## config.mk

```make
export PLATFORM = sky130hd
export DESIGN_NAME = ex_stage_flat
export DESIGN_NICKNAME = d
export VERILOG_FILES = /design/src/rtl/ex_stage_if.sv /design/src/rtl/ex_stage.sv /design/src/flat_wrapper.sv
export SDC_FILE = /design/constraint.sdc
export NUM_CORES = 1
export LEC_CHECK = 0
export ABC_AREA = 1
export CAP_MARGIN = 20
export CELL_PAD_IN_SITES_DETAIL_PLACEMENT = 1
export CELL_PAD_IN_SITES_GLOBAL_PLACEMENT = 2
export CORE_MARGIN = 10
export CORE_UTILIZATION = 31
export DETAILED_ROUTE_END_ITERATION = 16
export GPL_TIMING_DRIVEN = 1
export PLACE_DENSITY_LB_ADDON = 0.1
export SLEW_MARGIN = 20
export SYNTH_ARGS = -nofsm -noshare
export SYNTH_HDL_FRONTEND = slang
export SYNTH_SLANG_ARGS = --single-unit
```

## constraint.sdc

```tcl
create_clock -name clk_i -period 3.2 [get_ports clk_i]
set_clock_uncertainty 0.05 [all_clocks]
set_input_delay 0.64 -clock clk_i [delete_from_list [all_inputs] [get_ports clk_i]]
set_output_delay 0.64 -clock clk_i [all_outputs]
set_load 0.1 [all_outputs]
```

## src/rtl/ex_stage_if.sv

```systemverilog
// ID/EX to EX/MEM bundle for the execute stage.
// master drives ID/EX fields, slave (ex_stage) drives EX/MEM fields.
interface ex_stage_if;
    logic        valid_i;
    logic [31:0] pc_i;
    logic        Branch_i;
    logic        MemRead_i;
    logic        MemtoReg_i;
    logic        MemWrite_i;
    logic        ALUSrc_i;
    logic        RegWrite_i;
    logic [1:0]  ALUOp_i;
    logic [9:0]  funct_i;
    logic [31:0] RS1data_i;
    logic [31:0] RS2data_i;
    logic [31:0] imm_i;
    logic [4:0]  RDaddr_i;

    logic        stall_o;
    logic        valid_o;
    logic [31:0] ALUResult_o;
    logic [31:0] RS2data_o;
    logic [4:0]  RDaddr_o;
    logic        MemRead_o;
    logic        MemtoReg_o;
    logic        MemWrite_o;
    logic        RegWrite_o;
    logic        branch_taken_o;
    logic [31:0] branch_target_o;

    modport master (
        output valid_i, pc_i, Branch_i, MemRead_i, MemtoReg_i,
               MemWrite_i, ALUSrc_i, RegWrite_i, ALUOp_i, funct_i,
               RS1data_i, RS2data_i, imm_i, RDaddr_i,
        input  stall_o, valid_o, ALUResult_o, RS2data_o, RDaddr_o,
               MemRead_o, MemtoReg_o, MemWrite_o, RegWrite_o,
               branch_taken_o, branch_target_o
    );

    modport slave (
        input  valid_i, pc_i, Branch_i, MemRead_i, MemtoReg_i,
               MemWrite_i, ALUSrc_i, RegWrite_i, ALUOp_i, funct_i,
               RS1data_i, RS2data_i, imm_i, RDaddr_i,
        output stall_o, valid_o, ALUResult_o, RS2data_o, RDaddr_o,
               MemRead_o, MemtoReg_o, MemWrite_o, RegWrite_o,
               branch_taken_o, branch_target_o
    );
endinterface

```

## src/rtl/ex_stage.sv

```systemverilog
// Execute stage: ALU, beq resolution, iterative shift-add MUL,
// and the EX/MEM output register.
module ex_stage #(
    parameter int MUL_CYCLES = 32
) (
    input  logic       clk_i,
    input  logic       rst_i,
    ex_stage_if.slave  bus
);

    typedef enum logic {S_IDLE, S_MUL} state_e;

    typedef enum logic [2:0] {
        OP_ADD, OP_SUB, OP_AND, OP_OR,
        OP_XOR, OP_SLL, OP_SRA, OP_MUL
    } op_e;

    localparam logic [4:0] CNT_LAST = 5'(MUL_CYCLES - 1);

    state_e      state_q;
    logic [31:0] mcand_q;
    logic [31:0] mplier_q;
    logic [31:0] acc_q;
    logic [4:0]  cnt_q;

    logic        valid_q, valid_d;
    logic [31:0] alu_q, alu_d;
    logic [31:0] rs2_q, rs2_d;
    logic [4:0]  rd_q, rd_d;
    logic        mr_q, mr_d;
    logic        m2r_q, m2r_d;
    logic        mw_q, mw_d;
    logic        rw_q, rw_d;
    logic        bt_q, bt_d;
    logic [31:0] tgt_q, tgt_d;

    op_e         op;
    logic [4:0]  shamt;
    logic [31:0] op_a;
    logic [31:0] op_b;
    logic [31:0] alu;
    logic [31:0] acc_nx;
    logic [31:0] res;
    logic        r_type;
    logic        i_type;
    logic        mul_start;
    logic        mul_done;
    logic        load;

    assign op_a   = bus.RS1data_i;
    assign op_b   = bus.ALUSrc_i ? bus.imm_i : bus.RS2data_i;
    assign r_type = (bus.ALUOp_i == 2'b10);
    assign i_type = (bus.ALUOp_i == 2'b11);

    always_comb begin
        op    = OP_ADD;
        shamt = op_b[4:0];
        unique case (1'b1)
            r_type && bus.funct_i == {7'b0100000, 3'b000}:
                op = OP_SUB;
            r_type && bus.funct_i == {7'b0000000, 3'b111}:
                op = OP_AND;
            r_type && bus.funct_i == {7'b0000000, 3'b110}:
                op = OP_OR;
            r_type && bus.funct_i == {7'b0000000, 3'b100}:
                op = OP_XOR;
            r_type && bus.funct_i == {7'b0000000, 3'b001}:
                op = OP_SLL;
            r_type && bus.funct_i == {7'b0100000, 3'b101}:
                op = OP_SRA;
            r_type && bus.funct_i == {7'b0000001, 3'b000}:
                op = OP_MUL;
            i_type && bus.funct_i[2:0] == 3'b101: begin
                op    = OP_SRA;
                shamt = bus.imm_i[4:0];
            end
            bus.ALUOp_i == 2'b01:
                op = OP_SUB;
            default: op = OP_ADD;
        endcase
    end

    always_comb begin
        alu = '0;
        unique case (op)
            OP_ADD:  alu = op_a + op_b;
            OP_SUB:  alu = op_a - op_b;
            OP_AND:  alu = op_a & op_b;
            OP_OR:   alu = op_a | op_b;
            OP_XOR:  alu = op_a ^ op_b;
            OP_SLL:  alu = op_a << shamt;
            OP_SRA:  alu = $unsigned($signed(op_a) >>> shamt);
            OP_MUL:  alu = '0;
            default: alu = '0;
        endcase
    end

    // Last partial sum folds in here so the product lands with the final step.
    assign acc_nx    = acc_q + (mplier_q[0] ? mcand_q : 32'd0);
    assign mul_start = (state_q == S_IDLE) && bus.valid_i
                       && (op == OP_MUL);
    assign mul_done  = (state_q == S_MUL) && (cnt_q == CNT_LAST);
    assign load      = ((state_q == S_IDLE) && bus.valid_i && !mul_start)
                       || mul_done;
    assign res       = mul_done ? acc_nx : alu;

    assign bus.stall_o = rst_i
                         && (mul_start
                             || ((state_q == S_MUL) && !mul_done));

    always_comb begin
        valid_d = load;
        alu_d   = load ? res : 32'd0;
        rs2_d   = load ? bus.RS2data_i : 32'd0;
        rd_d    = load ? bus.RDaddr_i : 5'd0;
        mr_d    = load & bus.MemRead_i;
        m2r_d   = load & bus.MemtoReg_i;
        mw_d    = load & bus.MemWrite_i;
        rw_d    = load & bus.RegWrite_i;
        bt_d    = load & bus.valid_i & bus.Branch_i
                  & (bus.RS1data_i == bus.RS2data_i);
        tgt_d   = load ? bus.pc_i + {bus.imm_i[30:0], 1'b0} : 32'd0;
    end

    always_ff @(posedge clk_i or negedge rst_i) begin
        if (!rst_i) begin
            state_q  <= S_IDLE;
            mcand_q  <= '0;
            mplier_q <= '0;
            acc_q    <= '0;
            cnt_q    <= '0;
            valid_q  <= 1'b0;
            alu_q    <= '0;
            rs2_q    <= '0;
            rd_q     <= '0;
            mr_q     <= 1'b0;
            m2r_q    <= 1'b0;
            mw_q     <= 1'b0;
            rw_q     <= 1'b0;
            bt_q     <= 1'b0;
            tgt_q    <= '0;
        end else begin
            unique case (state_q)
                S_IDLE: begin
                    if (mul_start) begin
                        mcand_q  <= bus.RS1data_i;
                        mplier_q <= bus.RS2data_i;
                        acc_q    <= '0;
                        cnt_q    <= '0;
                        state_q  <= S_MUL;
                    end
                end
                S_MUL: begin
                    acc_q    <= acc_nx;
                    mcand_q  <= mcand_q << 1;
                    mplier_q <= mplier_q >> 1;
                    cnt_q    <= cnt_q + 5'd1;
                    if (mul_done) begin
                        state_q <= S_IDLE;
                    end
                end
                default: state_q <= S_IDLE;
            endcase
            valid_q <= valid_d;
            alu_q   <= alu_d;
            rs2_q   <= rs2_d;
            rd_q    <= rd_d;
            mr_q    <= mr_d;
            m2r_q   <= m2r_d;
            mw_q    <= mw_d;
            rw_q    <= rw_d;
            bt_q    <= bt_d;
            tgt_q   <= tgt_d;
        end
    end

    assign bus.valid_o         = valid_q;
    assign bus.ALUResult_o     = alu_q;
    assign bus.RS2data_o       = rs2_q;
    assign bus.RDaddr_o        = rd_q;
    assign bus.MemRead_o       = mr_q;
    assign bus.MemtoReg_o      = m2r_q;
    assign bus.MemWrite_o      = mw_q;
    assign bus.RegWrite_o      = rw_q;
    assign bus.branch_taken_o  = bt_q;
    assign bus.branch_target_o = tgt_q;

endmodule

```

## src/flat_wrapper.sv

```systemverilog
// flat-port wrapper written by rule: the top's interface ports become plain ports
module ex_stage_flat 
#(
    parameter int MUL_CYCLES = 32
)
  (clk_i, rst_i, bus_valid_i, bus_pc_i, bus_Branch_i, bus_MemRead_i, bus_MemtoReg_i, bus_MemWrite_i, bus_ALUSrc_i, bus_RegWrite_i, bus_ALUOp_i, bus_funct_i, bus_RS1data_i, bus_RS2data_i, bus_imm_i, bus_RDaddr_i, bus_stall_o, bus_valid_o, bus_ALUResult_o, bus_RS2data_o, bus_RDaddr_o, bus_MemRead_o, bus_MemtoReg_o, bus_MemWrite_o, bus_RegWrite_o, bus_branch_taken_o, bus_branch_target_o);
  ex_stage_if bus_i ();
  input  logic clk_i;
  input  logic rst_i;
  input wire logic [$bits(bus_i.valid_i)-1:0] bus_valid_i;
  input wire logic [$bits(bus_i.pc_i)-1:0] bus_pc_i;
  input wire logic [$bits(bus_i.Branch_i)-1:0] bus_Branch_i;
  input wire logic [$bits(bus_i.MemRead_i)-1:0] bus_MemRead_i;
  input wire logic [$bits(bus_i.MemtoReg_i)-1:0] bus_MemtoReg_i;
  input wire logic [$bits(bus_i.MemWrite_i)-1:0] bus_MemWrite_i;
  input wire logic [$bits(bus_i.ALUSrc_i)-1:0] bus_ALUSrc_i;
  input wire logic [$bits(bus_i.RegWrite_i)-1:0] bus_RegWrite_i;
  input wire logic [$bits(bus_i.ALUOp_i)-1:0] bus_ALUOp_i;
  input wire logic [$bits(bus_i.funct_i)-1:0] bus_funct_i;
  input wire logic [$bits(bus_i.RS1data_i)-1:0] bus_RS1data_i;
  input wire logic [$bits(bus_i.RS2data_i)-1:0] bus_RS2data_i;
  input wire logic [$bits(bus_i.imm_i)-1:0] bus_imm_i;
  input wire logic [$bits(bus_i.RDaddr_i)-1:0] bus_RDaddr_i;
  output wire logic [$bits(bus_i.stall_o)-1:0] bus_stall_o;
  output wire logic [$bits(bus_i.valid_o)-1:0] bus_valid_o;
  output wire logic [$bits(bus_i.ALUResult_o)-1:0] bus_ALUResult_o;
  output wire logic [$bits(bus_i.RS2data_o)-1:0] bus_RS2data_o;
  output wire logic [$bits(bus_i.RDaddr_o)-1:0] bus_RDaddr_o;
  output wire logic [$bits(bus_i.MemRead_o)-1:0] bus_MemRead_o;
  output wire logic [$bits(bus_i.MemtoReg_o)-1:0] bus_MemtoReg_o;
  output wire logic [$bits(bus_i.MemWrite_o)-1:0] bus_MemWrite_o;
  output wire logic [$bits(bus_i.RegWrite_o)-1:0] bus_RegWrite_o;
  output wire logic [$bits(bus_i.branch_taken_o)-1:0] bus_branch_taken_o;
  output wire logic [$bits(bus_i.branch_target_o)-1:0] bus_branch_target_o;
  assign bus_i.valid_i = bus_valid_i;
  assign bus_i.pc_i = bus_pc_i;
  assign bus_i.Branch_i = bus_Branch_i;
  assign bus_i.MemRead_i = bus_MemRead_i;
  assign bus_i.MemtoReg_i = bus_MemtoReg_i;
  assign bus_i.MemWrite_i = bus_MemWrite_i;
  assign bus_i.ALUSrc_i = bus_ALUSrc_i;
  assign bus_i.RegWrite_i = bus_RegWrite_i;
  assign bus_i.ALUOp_i = bus_ALUOp_i;
  assign bus_i.funct_i = bus_funct_i;
  assign bus_i.RS1data_i = bus_RS1data_i;
  assign bus_i.RS2data_i = bus_RS2data_i;
  assign bus_i.imm_i = bus_imm_i;
  assign bus_i.RDaddr_i = bus_RDaddr_i;
  assign bus_stall_o = bus_i.stall_o;
  assign bus_valid_o = bus_i.valid_o;
  assign bus_ALUResult_o = bus_i.ALUResult_o;
  assign bus_RS2data_o = bus_i.RS2data_o;
  assign bus_RDaddr_o = bus_i.RDaddr_o;
  assign bus_MemRead_o = bus_i.MemRead_o;
  assign bus_MemtoReg_o = bus_i.MemtoReg_o;
  assign bus_MemWrite_o = bus_i.MemWrite_o;
  assign bus_RegWrite_o = bus_i.RegWrite_o;
  assign bus_branch_taken_o = bus_i.branch_taken_o;
  assign bus_branch_target_o = bus_i.branch_target_o;
  ex_stage #(.MUL_CYCLES(MUL_CYCLES)) u_core (.clk_i(clk_i), .rst_i(rst_i), .bus(bus_i));
endmodule
```

Word level (Yosys, flattened, before mapping)
Cells that the tools add are included.

$add $sub $neg: 5. Equal/unequal tests: 21. Muxes and demuxes: 21. Shift-type cells: 2. Bitwise gates (word level): 11. Reduce and logical (&&, ||, !) cells: 21.

Operators by type and width (count): $mux 32 (9); $pmux 32 s8 (1); $pmux 32 s2 (3); $add 32x32->32 (3); $and 32x32->32 (1); $eq 32x32->1 (1); $or 32x32->32 (1); $shl 32x5->32 (1); $sshr 32x5->32 (1); $sub 32x32->32 (1); $xor 32x32->32 (1); $eq 10x3->1 const B (3); $pmux 3 s7 (1); $eq 10x9->1 const B (2); $eq 3x3->1 const B (5); $mux 5 (3); $logic_and 1x1->1 (14); $eq 10x1->1 const B (1); $eq 10x4->1 const B (1); $pmux 5 s2 (1); $and 1x1->1 (7); $eq 3x2->1 const B (2); $add 5x1->5 const B (1); $eq 5x5->1 const B (1); 11 further kinds (16).

Output and inout bits: 108. Logic and storage cells: 96. Input bits: 154. Bits in registers: 209.

Longest topological paths before layout
Gate-level depths: netlist of run 1.

Word-level depth: 12. Mapped depth: 31. Mapped depth without buffers: 30.

Worst setup path after synthesis of run 1
Ideal clock, no wire load.

Path type: input to register. Start: in bus_funct_i[5]. End: reg u_core.alu_q[23], in the netlist u_core.bus.ALUResult_o[23]. Arrival time: 3670 ps. Path slack: -638 ps. Required time: 3032 ps. Setup time: 118 ps. Cell stages on the path: 24. Path through: inv_1 > nand3_1 > inv_1 > a21oi_1 > clkbuf_1 > inv_1 > clkbuf_1 > nor2_1 > xor2_1 > ha_1 > a21oi_1 > nand2_1 > a21boi_0 > o21bai_1 > nand3_1 > nand2_1 > nand2_1 > nand2_1 > nand2_1 > nand2_1 > nand2_1 > nand3_1 > nand3_1 > nand2_1.

Longest elaborated chain between the ends: 10.

RTL lines: start: declaration (line flat_wrapper.sv:19) `input wire logic [$bits(bus_i.funct_i)-1:0] bus_funct_i;`; $eq 10x9->1, on equally long branches (line ex_stage.sv:59, ex_stage.sv:69); $logic_and 1x1->1, on equally long branches (line ex_stage.sv:59, ex_stage.sv:69); $reduce_or 2->1 (no line); $pmux 3 s7 * (line ex_stage.sv:58) `unique case (1'b1)`; parallel branches: the longest is 5 deep, another holds $pmux 32 s8; $mux 32 * (line ex_stage.sv:113) `alu_d = load ? res : 32'd0;`; via u_core.alu_d[23] (line ex_stage.sv:27) `logic [31:0] alu_q, alu_d;`; end signal: assignment (line ex_stage.sv:165) `alu_q <= alu_d;`; end: declaration (line ex_stage.sv:27).

Mark *: on every way through the listed nets, which the timed path passes. A chain may end at the register's enable or synchronous reset.

Worst setup path after layout of run 1
Start: in bus_ALUSrc_i. End: reg u_core.alu_q[16], in the netlist u_core.bus.ALUResult_o[16].

Longest elaborated chain between the ends: 6.

RTL lines: start: declaration (line flat_wrapper.sv:16) `input wire logic [$bits(bus_i.ALUSrc_i)-1:0] bus_ALUSrc_i;`; $mux 32 * (line ex_stage.sv:51) `assign op_b = bus.ALUSrc_i ? bus.imm_i : bus.RS2data_i;`; parallel branches: the longest is 2 deep, another holds $sub 32x32->32; $pmux 32 s8 * (line ex_stage.sv:85) `unique case (op)`; $mux 32 * (line ex_stage.sv:105) `assign res = mul_done ? acc_nx : alu;`; $mux 32 * (line ex_stage.sv:113); via u_core.alu_d[16] (line ex_stage.sv:27).

Marks and branches as above.

==> impl_metrics.tcl, run 1 <==
set metrics [dict create \
    antenna_found_initial 12 \
    clock_latency_ps 580 \
    fin_ws_ps -405.9 \
    routed_wirelength_mm 134.7 \
    setup_viol 25 \
    yosys_register_bits 209 \
    portBuffers 261 \
    hold_path.class "input pin to register" \
    grt_pass1_wl_mm 191.8 \
    hold_violations 0 \
    status "complete, but fails checks" \
    cp.required_ps 3590 \
    slew_viol_final 0 \
    fin_crit_sh_pct 112.7 \
    first_pass_iters 5 \
    synthCells 3055 \
    path_class "input pin to register" \
    ios 262 \
    clk_pin_slew_ps 60 \
    wl_per_cell_um 27.37 \
    finalPower_mw 13.04 \
    rows 92 \
    gp_congestion 1.032 \
    critPathLaunchType "input pin" \
    fillers 7885 \
    synth.avg_cell_area_um2 6.538 \
    grt_usage_pct 34.03 \
    vias 27100 \
    cp-end-kind "register" \
    clock-sinks 209 \
    fin_crit_ps 3606 \
    design_area_mm2 0.03232 \
    die-area_mm2 0.07499 \
    areaGrowthSynthToFinish_pct 61.81 \
    path_max_fanout 5 \
    antenna_left 0 \
    first_global_vias 28760 \
    crit_path_top_delay_cell "xor2_1" \
    cts-htree-levels 1 \
    synth_edf_count 0 \
    max_cap_violations 0 \
    p_leak_nw 16.74 \
    placed_area_mm2 0.02893 \
    nets 4368 \
    hold_slack_ps 385.4 \
    synthFlopType "dfrtp_1" \
    cts_tree "built" \
    timing.slew.headroom_pct 27.36 \
    max-vdd-ir-drop_uv 530.0 \
    drt_iter0_markers 2247 \
    ys_async_sr_fraction_pct 100.0 \
    crit_path_frequent_cell "buf_6" \
    core_area_mm2 0.06343 \
    dp_cells 4780 \
    violations "setup timing" \
    drc 0 \
    fin_cells 4923 \
    fmax_ghz 0.2773 \
    syn_area_mm2 0.01997 \
    powerDensity_mw_per_mm2 403.3 \
    die_h_um 273.8 \
    rsz0062_at_grt "yes" \
    ys_types 62 \
    viasPerCell 5.505 \
    slowest_delay_ps 270 \
    drive_gt1_share_pct 33.60 \
    die_x_um 273.8 \
    cts-buffers-inserted 27 \
    grt_overflow 0 \
    synth_seq_area_share_pct 26.18 \
    ys.warnings.count 0 \
    grt_max_degree 144 \
    worstMarginPinSlew_ps 1090 \
    cts_root_buffer "clkbuf_16" \
    place_hpwl_mm 107.5 \
    cts.path.max_buffers 3 \
    start_util_pct 31.49 \
    syn_nets 3371 \
    arrival_ps 3990 \
]
## logic make-up after synthesis
| logic type | count (synthesis) | synth area share, % |
|---|---|---|
| simple gates | 1617 | 34.73 |
| compound gates | 544 | 16.09 |
| buf+inv | 434 | 8.826 |
| flops | 209 | 26.18 |
| fa+ha+maj | 162 | 10.26 |
| xor+xnor | 89 | 3.903 |
## critical path, delay by kind of cell
family / cells / cell delay [ps]
adder cells (fa/ha/maj): 1 / 250
AND/OR/NAND/NOR: 13 / 1120
XOR/XNOR: 2 / 430
AO/OA/AOI/OAI: 3 / 460
buffers and inverters: 9 / 1050
## metrics by stage
stage | utilization (%) | setup slack (ps) | setup TNS [ps]
6_report | 50.96 | -405.9 | -5996
5_1_grt | 50.95 | -602.2 | -9540
4_1_cts | 48.77 | -387.1 | -5186
3_5_place_dp | 45.60 | -1504 | -37490
3_3_place_gp | 45.60 | -1398 | -32820
2_1_floorplan | - | -418.2 | -3634
## per-layer routing
layer / track usage, % / vias to the layer above / routed length (µm)
li1: - / 12190 / -
met1: 42.81 / 13530 / 54620
met2: 57.50 / 1063 / 64000
met3: 5.450 / 305 / 9645
met4: 12.95 / 8 / 6425
met5: 0 / - / 49
## power breakdown
part / switching (mW) / internal, mW / total [mW]
Clock: 1.34 / 1.87 / 3.21
Sequential: 0.117 / 2.84 / 2.96
Combinational: 4.36 / 2.51 / 6.87
## registers in the layout, indices dropped and copies added (netlist names), 5 cells and up
name	flops
u_core.bus.RDaddr_o	5
u_core.mcand_q	32
u_core.bus.ALUResult_o	32
u_core.bus.RS2data_o	32
u_core.cnt_q	5
u_core.acc_q	32
u_core.bus.branch_target_o	32
u_core.mplier_q	32
## cells in the final DEF, fill, tap and decap left out, drive strengths merged, types with 10 or more instances in the layout
master,instances
nand3,375
dlygate4sd2,18
or2,28
inv,317
o22ai,83
nor3,29
nand2,736
a22o,17
o211ai,18
o21bai,12
buf,934
dfrtp,209
clkdlybuf4s15,10
nand4,38
a21oi,168
nor2,388
a21o,15
clkbuf,38
o21ai,184
xnor2,28
clkdlybuf4s50,111
a31oi,11
xor2,61
ha,159
## worst paths after layout
check / start / endpoint / slack (ps) / depth (start not counted)
setup / recovery: bus_ALUSrc_i / u_core.bus.ALUResult_o[16] / -410 / 28
hold / removal: bus_RS2data_i[9] / u_core.mplier_q[9] / 390 / 3
setup reg to reg: u_core.mplier_q[0] / u_core.bus.ALUResult_o[22] / 40 / 16
hold reg to reg: u_core.acc_q[20] / u_core.acc_q[20] / 440 / 2
max in group asynchronous: rst_i / u_core.bus.branch_target_o[1] / 1330 / 3
min in group asynchronous: rst_i / u_core.bus.ALUResult_o[9] / 490 / 2
## area by class of cell
cell class	count	area, µm²	share of cell area, %
antenna	6	15.01	0.04646
inverter	316	1194	3.693
timing repair buffer	1085	9158	28.33
tap	846	1059	3.275
clock inverter	14	171.4	0.5304
timing repair inverter	1	7.507	0.02323
multi-input combinational	2412	14750	45.65
sequential	209	5230	16.18
clock buffer	34	732.0	2.265
## synthesized netlist by cell type, types with 9 or more instances
| cell type | number | area (µm²) |
|---|---|---|
| nand2_1 | 726 | 2725 |
| nor2_1 | 376 | 1411 |
| nand3_1 | 373 | 1867 |
| inv_1 | 301 | 1130 |
| dfrtp_1 | 209 | 5230 |
| a21oi_1 | 166 | 830.8 |
| ha_1 | 159 | 1989 |
| o21ai_0 | 134 | 670.6 |
| o22ai_1 | 83 | 519.3 |
| xor2_1 | 61 | 534.3 |
| clkbuf_1 | 54 | 202.7 |
| buf_2 | 41 | 205.2 |
| o21ai_1 | 40 | 200.2 |
| nand4_1 | 38 | 237.7 |
| xnor2_1 | 28 | 245.2 |
| nor3_1 | 26 | 130.1 |
| or2_2 | 24 | 150.1 |
| o211ai_1 | 18 | 135.1 |
| a22o_1 | 17 | 148.9 |
| a21o_1 | 15 | 112.6 |
| inv_2 | 14 | 52.55 |
| o21bai_1 | 12 | 90.09 |
| a31oi_1 | 11 | 68.82 |
| nand2_2 | 9 | 56.30 |
## timing repair
| action | CTS | global route |
|---|---|---|
| pin swaps | 93 | 147 |
| endpoints found under the setup margin | 36 | 46 |
| setup buffers | 53 | 43 |
| hold endpoints to repair | 34 | 0 |
| gates cloned | 1 | 0 |
| resized for setup | 227 | 289 |
| hold buffers | 1 | 0 |
(Power assumes the default switching activity.)
==> inputs of run 2 (changes only) <==
CTS_CLUSTER_DIAMETER = 60   (was not set)
==> impl_metrics.tcl, run 2 (synthesized netlist as in run 1, its figures left out) <==
set metrics [dict create \
    first_global_vias 28670 \
    areaGrowthSynthToFinish_pct 59.52 \
    crit_path_top_delay_cell "ha_1" \
    path_class "input pin to register" \
    core_area_mm2 0.06343 \
    critPathLaunchType "input pin" \
    violations "setup timing" \
    clock-sinks 209 \
    p_leak_nw 16.59 \
    antenna_left 0 \
    wl_per_cell_um 26.92 \
    setup_viol 22 \
    cts.path.max_buffers 3 \
    dp_cells 4780 \
    final_cell_mix "buf_4, nand2_1, nand3_1, nor2_1, inv_1" \
    gp_congestion 1.032 \
    placed_area_mm2 0.02893 \
    drt_iter0_markers 2267 \
    hold_path.class "input pin to register" \
    r2r_cells 16 \
    finalPower_mw 13.20 \
    multi_input_area_mm2 0.01444 \
    die_h_um 273.8 \
    die-area_mm2 0.07499 \
    grt_pass1_wl_mm 191.1 \
    worstMarginPinSlew_ps 1077 \
    ff_latch_area_mm2 0.005230 \
    place_hpwl_mm 107.5 \
    path_buf_inv 4 \
    die_x_um 273.8 \
    worstHoldPathCells 4 \
    path_max_fanout 4 \
    cts-htree-levels 1 \
    cp-end-kind "register" \
    max-vdd-ir-drop_uv 451.7 \
    drc 0 \
    clk_pin_slew_ps 70 \
    cts_root_buffer "clkbuf_16" \
    grt_usage_pct 33.87 \
    cp.required_ps 3630 \
    clock_latency_ps 600 \
    start_util_pct 31.49 \
    crit_start "bus_imm_i[0]" \
    powerDensity_mw_per_mm2 414.1 \
    portBuffers 261 \
    rsz0062_at_grt "yes" \
    fin_cells 4898 \
    fin_ws_ps -379.8 \
    nets 4343 \
    fin_crit_sh_pct 111.9 \
    crit_family "simple AND/OR/NAND/NOR gates" \
    ios 262 \
    antenna_found_initial 8 \
    cts_tree "built" \
    grt_max_degree 144 \
    fin_crit_ps 3580 \
    slew_viol_final 0 \
    status "complete, but fails checks" \
    timing.slew.headroom_pct 28.23 \
    slowest_delay_ps 350 \
    routed_wirelength_mm 131.9 \
    vias 26860 \
    cp_num_cells 26 \
    max_cap_violations 0 \
    fmax_ghz 0.2793 \
    fillers 7969 \
    hold_violations 0 \
    viasPerCell 5.483 \
    hold_start "bus_RS2data_i[1]" \
    design_area_mm2 0.03186 \
    final_common_cell "buf_4" \
    worstReg2RegStart "u_core.mplier_q[0]" \
    crit_path_frequent_cell "a21oi_2" \
    grt_overflow 0 \
    rows 92 \
    first_pass_iters 5 \
    drive_gt1_share_pct 32.54 \
    cts-buffers-inserted 31 \
    arrival_ps 4010 \
]
[run 2: changes by cell type in the layout (fill, tap and decap cells not counted), moves of 4 or more]
cell	delta
inv_1	+5
a21oi_1	+5
nor2_4	-9
buf_6	-10
clkbuf_16	+4
nand2_4	-10
diode_2	-4
nor2_2	+6
inv_2	-4
a21oi_4	-4
buf_4	-19
nand2_1	+11
clkdlybuf4s15_1	-6
[run 2: area by class of cell]
cell class                      instances  share of cell area [%]
Antenna cell                            2                 0.01571
Clock buffer                           37                   2.568
Clock inverter                         19                  0.7775
Inverter                              316                   3.730
Multi-Input combinational cell       2412                   45.33
Sequential cell                       209                   16.41
Tap cell                              846                   3.322
Timing Repair Buffer                 1056                   27.82
Timing Repair inverter                  1                 0.02356
[run 2: worst paths after layout]
path                                              end  slack [ps]
setup / recovery           u_core.bus.ALUResult_o[31]        -380
hold / removal                u_core.bus.RS2data_o[1]         420
setup reg to reg           u_core.bus.ALUResult_o[22]          60
hold reg to reg                      u_core.acc_q[21]         440
max in group asynchronous          u_core.mplier_q[1]        1380
min in group asynchronous   u_core.bus.ALUResult_o[9]         480
[run 2: what timing repair did]
item / CTS / global route
hold buffers: 1 / 0
pin swaps: 108 / 88
gates resized for setup: 251 / 188
gates cloned: 1 / 0
endpoints found under the hold margin: 34 / 0
setup buffers: 42 / 19
endpoints found under the setup margin: 35 / 43
[run 2: report_power, final]
part           switching, mW  leakage (nW)  internal [mW]
logic                   4.24          13.4           2.41
clock network           1.48         0.515           2.11
registers              0.112          2.72           2.84
[run 2: through the flow]
stage | hold slack, ps | setup WS [ps] | TNS (ps) | utilization (%)
2_1_floorplan | 294.4 | -418.2 | -3634 | -
3_3_place_gp | 421.0 | -1398 | -32820 | 45.60
3_5_place_dp | 425.7 | -1504 | -37490 | 45.60
4_1_cts | 442.9 | -319.7 | -4116 | 49.03
5_1_grt | 422.1 | -589.7 | -8712 | 50.24
6_report | 424.9 | -379.8 | -5144 | 50.24
[run 2: routing by layer]
layer | vias to the layer above | wire length [µm] | GRT usage [%]
li1 | 12120 | - | -
met1 | 13480 | 55260 | 42.85
met2 | 985 | 62710 | 57.42
met3 | 259 | 8492 | 5.310
met4 | 12 | 5300 | 11.91
met5 | - | 85 | 0
[run 2: worst reg2reg max path, cell delays in order (launching register included)]
cell	delay, ps
dfrtp_1	440
nand2_1	100
inv_1	50
ha_1	210
fa_1	460
nand3_1	110
nand3_1	150
a31oi_2	300
o21bai_1	180
nand2_1	90
inv_1	50
nor2_1	220
o21ai_1	170
nand2_1	120
nand3_1	100
nand3_1	160
nand2_1	80
==> inputs of run 3 (changes only) <==
ABC_CLOCK_PERIOD_IN_PS = 3200   (was not set)
GPL_ROUTABILITY_DRIVEN = 0   (was not set)
PLACE_DENSITY = 0.9   (was not set)
PLACE_DENSITY_LB_ADDON = not set   (was 0.1)
==> impl_metrics.tcl, run 3 (synthesized netlist as in run 1, its figures left out) <==
set metrics [dict create \
    status "complete, but fails checks" \
    violations "setup timing" \
    multi_input_area_mm2 0.01435 \
    finish.utilization_pct 49.04 \
    cts_tree "built" \
    nets 4245 \
    rsz0062_at_grt "yes" \
    powerDensity_mw_per_mm2 429.8 \
    r2r_cells 12 \
    fin_crit_ps 3732 \
    wl_per_cell_um 25.73 \
    die-area_mm2 0.07499 \
    first_pass_iters 5 \
    path_buf_inv 8 \
    grt_max_degree 110 \
    hold_path.class "register to register" \
    final_common_cell "buf_4" \
    vias 27170 \
    cp-end-kind "register" \
    areaGrowthSynthToFinish_pct 55.73 \
    antenna_left 0 \
    hold_violations 0 \
    clock-sinks 209 \
    slew_viol_final 0 \
    p_leak_nw 16.21 \
    cp_num_cells 25 \
    rows 92 \
    max_cap_violations 0 \
    slowest_delay_ps 460 \
    placed_area_mm2 0.02803 \
    portBuffers 261 \
    ff_latch_area_mm2 0.005230 \
    max-vdd-ir-drop_uv 392.9 \
    design_area_mm2 0.03111 \
    fin_crit_sh_pct 116.6 \
    die_x_um 273.8 \
    final_cell_mix "buf_4, nand2_1, nand3_1, nor2_1, inv_1" \
    fin_ws_ps -532.3 \
    fillers 8007 \
    worstMarginPinSlew_ps 812.1 \
    cts-htree-levels 2 \
    drt_iter0_markers 2324 \
    dp_cells 4676 \
    cp.required_ps 3640 \
    hold_slack_ps 436.6 \
    start_util_pct 31.49 \
    drive_gt1_share_pct 30.85 \
    crit_path_frequent_cell "nand2_1" \
    ios 262 \
    worstHoldPathCells 2 \
    critPathLaunchType "input pin" \
    grt_usage_pct 29.81 \
    die_h_um 273.8 \
    path_class "input pin to register" \
    clk_pin_slew_ps 60 \
    timing.slew.headroom_pct 45.29 \
    antenna_found_initial 12 \
    drc 0 \
    clock_latency_ps 560 \
    fin_setup_tns_ps -6335 \
    routed_wirelength_mm 123.6 \
    fmax_ghz 0.2679 \
    crit_family "simple AND/OR/NAND/NOR gates" \
    setup_viol 24 \
    arrival_ps 4170 \
    core_area_mm2 0.06343 \
    first_global_vias 27670 \
    grt_pass1_wl_mm 171.0 \
    fin_cells 4803 \
    cts.path.max_buffers 3 \
    path_max_fanout 7 \
    grt_overflow 0 \
    viasPerCell 5.657 \
    crit_path_top_delay_cell "ha_1" \
    cts_root_buffer "clkbuf_16" \
    cts-buffers-inserted 34 \
    place_hpwl_mm 92.51 \
]
## run 3: cell types whose count changed in the layout (fill, tap and decap cells not counted), moves of 7 or more
cell / change
ha_4: -8
nand2_2: +9
ha_1: +7
clkdlybuf4s50_1: -11
nand2_1: -9
buf_12: -10
buf_4: -92
## run 3: report_power, final
part           internal (mW)  switching [mW]  total (mW)
Combinational           2.29            4.17        6.45
Clock                   2.44            1.52        3.96
Sequential              2.84           0.116        2.96
Total                   7.57            5.80        13.4
## run 3: layer usage
| metal | track usage [%] | vias up | part of all wire [%] |
|---|---|---|---|
| met5 | 0 | - | 0.094 |
| met4 | 17.26 | 18 | 8.3 |
| met3 | 6.908 | 549 | 9.4 |
| met2 | 48.78 | 1432 | 45 |
| met1 | 35.32 | 13220 | 37 |
| li1 | - | 11950 | - |
## run 3: layout make-up
cell class,instances,share of cell area [%]
multi-input combinational,2412,46.14
timing repair buffer,956,25.93
sequential,209,16.81
inverter,316,3.861
tap,846,3.403
clock buffer,43,3.009
clock inverter,18,0.8125
antenna,3,0.02413
## run 3: tightest hold or removal path: cells and delay by family (launching register included)
kind          cells  cell delay [ps]
flops             1              340
simple gates      2              110
## run 3: worst paths after layout
| kind | slack (ps) | from | endpoint |
|---|---|---|---|
| hold / removal | 440 | u_core.acc_q[24] | u_core.acc_q[24] |
| setup / recovery | -530 | bus_ALUSrc_i | u_core.bus.ALUResult_o[30] |
| hold reg to reg | 440 | u_core.acc_q[24] | u_core.acc_q[24] |
| setup reg to reg | 40 | u_core.mplier_q[0] | u_core.bus.ALUResult_o[25] |
| min in group asynchronous | 510 | rst_i | u_core.acc_q[11] |
| max in group asynchronous | 1510 | rst_i | u_core.bus.branch_target_o[16] |
## run 3: what timing repair did
| item | in CTS | in global routing |
|---|---|---|
| setup buffers | 38 | 22 |
| gates resized for setup | 266 | 196 |
| pin swaps | 105 | 108 |
| endpoints found under the hold margin | 31 | 0 |
| gates cloned | 2 | 1 |
| endpoints found under the setup margin | 29 | 33 |
| hold buffers | 1 | 0 |
## run 3: metrics by stage
step | power, mW | setup slack, ps
6_report | 13.37 | -532.3
5_1_grt | 13.82 | -691.5
4_1_cts | 12.76 | -273.6
3_5_place_dp | 8.523 | -1344
3_3_place_gp | 8.425 | -1161
2_1_floorplan | 6.050 | -418.2
